$ cat src/rtl/vga_sync_decoder.sv
// Receive-side VGA timing recovery: rebuilds hcount/vcount/blanking from raw syncs
// and verifies the incoming timing against the nominal generator before asserting lock.
module vga_sync_decoder #(
   parameter int H_TOTAL       = 1056,
   parameter int H_ACTIVE      = 800,
   parameter int H_SYNC_START  = 840,
   parameter int H_SYNC_END    = 968,
   parameter int V_TOTAL       = 628,
   parameter int V_ACTIVE      = 600,
   parameter int V_SYNC_START  = 601,
   parameter int V_SYNC_END    = 605,
   parameter int LOCK_FRAMES   = 2,
   parameter int ERR_TOLERANCE = 0
) (
   input  logic        clk,
   input  logic        rst,
   input  logic        hsync_in,
   input  logic        vsync_in,
   output logic [10:0] hcount,
   output logic [10:0] vcount,
   output logic        hsync,
   output logic        vsync,
   output logic        hblnk,
   output logic        vblnk,
   output logic        locked,
   output logic        sync_err
);

   localparam logic [10:0] H_LAST = 11'(H_TOTAL - 1);
   localparam logic [10:0] V_LAST = 11'(V_TOTAL - 1);
   localparam logic [10:0] H_ACT  = 11'(H_ACTIVE);
   localparam logic [10:0] V_ACT  = 11'(V_ACTIVE);
   localparam logic [10:0] H_SS   = 11'(H_SYNC_START);
   localparam logic [10:0] H_SE   = 11'(H_SYNC_END);
   localparam logic [10:0] V_SS   = 11'(V_SYNC_START);
   localparam logic [10:0] V_SE   = 11'(V_SYNC_END);
   localparam logic [7:0]  LOCK_C = 8'(LOCK_FRAMES);
   localparam logic [7:0]  TOL_C  = 8'(ERR_TOLERANCE);

   typedef enum logic [1:0] {SEARCH, VERIFY, LOCKED} state_t;

   state_t      state;
   logic        hs_r, vs_r;
   logic [7:0]  frame_cnt;
   logic [7:0]  err_cnt;
   logic [7:0]  err_cnt_inc;
   logic [10:0] h_next, v_next;
   logic        h_wrap, frame_wrap;
   logic        hs_rise, vs_rise;
   logic        exp_hs, exp_vs, mismatch;

   // Stage 1 captures the raw syncs; stage 2 (hsync/vsync) is aligned with the counters.
   always_ff @(posedge clk) begin
      if (rst) begin
         hs_r  <= 1'b0;
         vs_r  <= 1'b0;
         hsync <= 1'b0;
         vsync <= 1'b0;
      end else begin
         hs_r  <= hsync_in;
         vs_r  <= vsync_in;
         hsync <= hs_r;
         vsync <= vs_r;
      end
   end

   always_comb begin
      h_wrap      = (hcount >= H_LAST);
      frame_wrap  = h_wrap && (vcount >= V_LAST);
      h_next      = h_wrap ? 11'd0 : hcount + 11'd1;
      v_next      = vcount;
      if (h_wrap) begin
         v_next = (vcount >= V_LAST) ? 11'd0 : vcount + 11'd1;
      end
      hs_rise     = hs_r & ~hsync;
      vs_rise     = vs_r & ~vsync;
      exp_hs      = (hcount >= H_SS) && (hcount < H_SE);
      exp_vs      = (vcount >= V_SS) && (vcount < V_SE);
      mismatch    = (hsync != exp_hs) || (vsync != exp_vs);
      err_cnt_inc = (err_cnt == 8'hFF) ? err_cnt : err_cnt + 8'd1;
   end

   // Counters free-run; realignment happens only while searching. A rise is seen on the
   // edge that loads the pulse into hsync/vsync, so the realigned value lands with it.
   always_ff @(posedge clk) begin
      if (rst) begin
         hcount <= 11'd0;
         vcount <= 11'd0;
      end else if (state == SEARCH && vs_rise) begin
         hcount <= 11'd0;
         vcount <= V_SS;
      end else if (state == SEARCH && hs_rise) begin
         hcount <= H_SS;
         vcount <= v_next;
      end else begin
         hcount <= h_next;
         vcount <= v_next;
      end
   end

   always_ff @(posedge clk) begin
      if (rst) begin
         state     <= SEARCH;
         frame_cnt <= 8'd0;
         err_cnt   <= 8'd0;
         locked    <= 1'b0;
         sync_err  <= 1'b0;
      end else begin
         sync_err <= 1'b0;
         case (state)
            SEARCH: begin
               locked <= 1'b0;
               if (vs_rise) begin
                  state     <= VERIFY;
                  frame_cnt <= 8'd0;
               end
            end
            VERIFY: begin
               if (mismatch) begin
                  sync_err <= 1'b1;
                  state    <= SEARCH;
               end else if (frame_wrap) begin
                  if (frame_cnt + 8'd1 >= LOCK_C) begin
                     state   <= LOCKED;
                     locked  <= 1'b1;
                     err_cnt <= 8'd0;
                  end else begin
                     frame_cnt <= frame_cnt + 8'd1;
                  end
               end
            end
            LOCKED: begin
               if (mismatch) begin
                  sync_err <= 1'b1;
                  if (err_cnt_inc > TOL_C) begin
                     state  <= SEARCH;
                     locked <= 1'b0;
                  end
               end
               // The per-frame error budget restarts at each frame boundary.
               if (frame_wrap) begin
                  err_cnt <= mismatch ? 8'd1 : 8'd0;
               end else if (mismatch) begin
                  err_cnt <= err_cnt_inc;
               end
            end
            default: begin
               state  <= SEARCH;
               locked <= 1'b0;
            end
         endcase
      end
   end

   // Blanking follows the registered counters and is held while timing is unverified.
   assign hblnk = ~locked | (hcount >= H_ACT);
   assign vblnk = ~locked | (vcount >= V_ACT);

endmodule
$ cat config.mk
export PLATFORM = sky130hd
export DESIGN_NAME = vga_sync_decoder
export DESIGN_NICKNAME = d
export VERILOG_FILES = /design/src/rtl/vga_sync_decoder.sv
export SDC_FILE = /design/constraint.sdc
export NUM_CORES = 1
export LEC_CHECK = 0
export CORE_MARGIN = 2
export CORE_UTILIZATION = 50
export DETAILED_ROUTE_END_ITERATION = 10
export PLACE_DENSITY = 0.77
export SKIP_LAST_GASP = 1
export SLEW_MARGIN = 25
export SYNTH_ARGS = -nofsm -noshare
export SYNTH_HDL_FRONTEND = slang
export SYNTH_SLANG_ARGS = --single-unit
$ cat constraint.sdc
create_clock -name clk -period 2.6 [get_ports clk]
set_clock_uncertainty 0.05 [all_clocks]
set_input_delay 0.65 -clock clk [delete_from_list [all_inputs] [get_ports clk]]
set_output_delay 0.65 -clock clk [all_outputs]
set_load 0.02 [all_outputs]
==> results of run 1 <==
==> what timing repair did <==
item | CTS | global route
setup buffers | 0 | 3
endpoints found under the setup margin | 2 | 12
hold buffers | 0 | 0
gates resized for setup | 2 | 9
pin swaps | 0 | 1
==> sequential cells by signal, summed over array words and instances (netlist names) <==
register	cells
frame_cnt	8
hs_r	1
vsync	1
err_cnt	8
vcount	11
hcount	11
hsync	1
locked	1
sync_err	1
vs_r	1
state	2
==> worst max path at each step <==
| stage | startpoint | end | slack, ps | cells past startpoint |
|---|---|---|---|---|
| after floorplan | vcount[1] | err_cnt[2] | 40 | 9 |
| final | hcount[5] | hblnk | 90 | 3 |
| after global routing | vcount[0] | state[0] | -60 | 9 |
| after global placement | hcount[5] | err_cnt[7] | 120 | 7 |
| after CTS | vcount[6] | vblnk | 5 | 4 |
| after detailed placement | hcount[5] | err_cnt[7] | 100 | 7 |
==> worst max-delay path, delay by kind of cell, from the launching register on <==
kind | cells | cell delay [ps]
AND/OR/NAND/NOR | 1 | 420
flip-flops | 1 | 390
AO/OA/AOI/OAI | 1 | 370
buffers and inverters | 1 | 320
==> final cells by class <==
| type | count | area, um2 |
|---|---|---|
| clock buffer | 7 | 86.3 |
| tap | 70 | 87.6 |
| multi-input combinational | 242 | 1700 |
| sequential | 46 | 927 |
| inverter | 14 | 52.6 |
| timing repair buffer | 45 | 417 |
| fill | 429 | 1900 |
| clock inverter | 1 | 5.00 |
==> placed cells by master, fill, tap and decap left out, types with 4 or more instances in the layout <==
cell type,n
nand2b_1,6
or3_1,4
nand3_1,19
inv_1,14
o21ai_0,11
clkdlybuf4s50_1,29
nor3_1,5
buf_4,14
a21oi_1,12
nand2_1,21
and2_1,10
nor2b_1,6
ha_1,11
dfxtp_2,5
dfxtp_1,41
o21a_1,4
nand4_1,7
a31oi_1,6
nor2_1,37
xnor2_1,10
clkbuf_8,6
xor2_1,8
==> cell families (layout without fill, tap and decap cells) <==
family	after synthesis	in the layout
AOI/OAI and AO/OA	61	61
xor gates and xnor gates	20	20
adders and majority gates	11	11
buffers and inverters	22	67
DFF	46	46
muxes	4	4
and+or+nand+nor	146	146
==> routing by layer <==
metal	up-vias	track usage
met5	-	0
met4	0	0.0732
met3	9	0.0453
met2	72	0.328
met1	1157	0.281
li1	1201	-
==> metrics by stage <==
stage | cells | setup slack, ps
after floorplan | 310 | 38.4
final | 425 | 89.5
after global routing | 425 | -58.1
after CTS | 422 | 5.06
after global placement | 414 | 124
after detailed placement | 414 | 97.3
==> power by group <==
group | switching, mW | total, mW | internal (mW)
Combinational | 0.119 | 0.213 | 0.0933
Sequential | 0.0294 | 0.755 | 0.725
Clock | 0.242 | 0.457 | 0.215
==> run_results.csv, run 1 <==
group,metric,value,unit
yosys,syn_area_per_cell,8.76,um2
run_status,status,"completed",
setup_path,ff2ff_path_depth,9,
route,dr.pass1.iters,5,
route,via_count,2439,
yosys,synth_area_leaders,"dfxtp_1 (34%), nor2_1 (5.1%), ha_1 (5.1%), nand3_1 (3.5%), xnor2_1 (3.2%)",
yosys,synth_ff_type,"dfxtp_1",
global_routing,grt_pass1_wl,10300,um
placement,placedInstanceArea,3130,um2
route,highest_layer,"met4",
yosys,synth_top_area_share,0.339,
global_routing,grt_remaining_overflow,0,
sta,hold_violations,0,
setup_path,worstSetupPathType,"flop to primary output",
yosys,synth_fa_ha_area_frac,0.0507,
route,viasPerCell,5.74,
setup_path,r2r_end,"frame_cnt[0]",
clocking,h-tree-depth,2,
sta,min_period_over_period,0.966,
placement,place_congestion,0.857,
worst_hold_path,min_path_cells,1,
route,wl_met3,350,um
clocking,cts_buffer_depth,2,
route,routedWlPerCell,14.2,um
route,wirelength,6030,um
setup_path,crit_fanout,8,
die,fp.dieH,77.7,um
clocking,cts-root-buf,"clkbuf_8",
die,rows,26,
power_and_ir_drop,power_density,435,nW/um2
setup_path,rrSetupSlack,120,ps
route,drc,0,
global_routing,grt_usage,0.208,
worst_hold_path,worstHoldPathType,"flop to flop",
yosys,ys.warnings.count,0,
die,die_width,77.7,um
yosys,synth_xor_area_frac,0.0783,
setup_path,cpPeakStageDelay,420,ps
sta,fin_worst_hold_slack,421,ps
placement,io_buffers,31,
yosys,yosysTopAreaCell,"dfxtp_1",
clocking,worstSkewPairLatency,310,ps
power_and_ir_drop,total_power,1.42,mW
final_layout,syn_to_final_growth,20.6,%
setup_path,crit_path_end_kind,"primary output",
worst_hold_path,min_from,"vs_r",
yosys,synth_area,2720,um2
sta,fin_setup_tns,0,ps
yosys,ys_seq_area_frac,0.339,
setup_path,cp-start-kind,"flop",
clocking,numCtsBuffers,5,
yosys,ys_async_sr_fraction,0,
die,core,5170,um2
route,drtIter0Drc,177,
final_layout,layout-drive-gt1-share,0.138,
yosys,ys_seq_elements,46,
setup_path,worst_ep_required_time,1900,ps
route,postRouteAntennaNets,0,
clocking,path_clk_slew,90,ps
global_routing,grt_pass1_vias,2201,
yosys,synth.most_common_cell,"dfxtp_1",
setup_path,rr_startpoint,"vcount[1]",
final_layout,n_antenna_cell,0,
yosys,synth_top_family_by_area,"simple AND/OR/NAND/NOR gates",
final_layout,nets,369,
final_layout,design_area,3280,um2
global_routing,grt_max_degree,25,
power_and_ir_drop,leakage,1.15,nW
sta,drv_slew,0,
clocking,cts_tree,"done",
setup_path,crit_chain,"or3_1 -> a311o_1 -> dlygate4sd2_1",
yosys,syn_inst,310,
global_routing,antenna_found_initial,0,
yosys,synth_common_cells,"dfxtp_1 (46), nor2_1 (37), nand2_1 (21), nand3_1 (19), inv_1 (14)",
yosys,synthesis.nets,325,
setup_path,slowest_stage,"or3_1",
setup_path,worstPathArrival,1810,ps
sta,max_slew.worst_pin.slew,505,ps
route,drt-met1-wl,2760,um
placement,dpl.hpwl,4190,um
yosys,synth_compound_area_frac,0.170,
sta,clock.fmax,398,MHz
sta,finalCriticalPeriod,2510,ps
job,drv_cap,0,
sta,slew_headroom,0.655,
die,io_pins,32,
die,start_util,0.525,
die,die_area,6040,um2
yosys,synthMuxAreaShare,0.0161,
clocking,clock-sinks,46,
route,dr_wl_met2,2820,um
yosys,yosys.area_share.simple,0.302,
yosys,synth_edf_count,0,
sta,rsz0062_at_grt,"true",
final_layout,final_util,0.633,
sta,setup_viol_count_final,0,
worst_hold_path,worstHoldEndpoint,"vsync",
power_and_ir_drop,peakVddDrop,0.268,mV
yosys,synth_cell_type_count,68,
Power figures use the tool's default switching activity.
==> inputs of run 2 (changes only) <==
--- a/config.mk
+++ b/config.mk
@@ -7,6 +7,7 @@
 export LEC_CHECK = 0
 export CORE_MARGIN = 2
 export CORE_UTILIZATION = 50
+export CTS_CLUSTER_SIZE = 28
 export DETAILED_ROUTE_END_ITERATION = 10
 export PLACE_DENSITY = 0.77
 export SKIP_LAST_GASP = 1
==> results of run 2 <==
The final DEF is identical to that of run 1; final timing and power are the same.
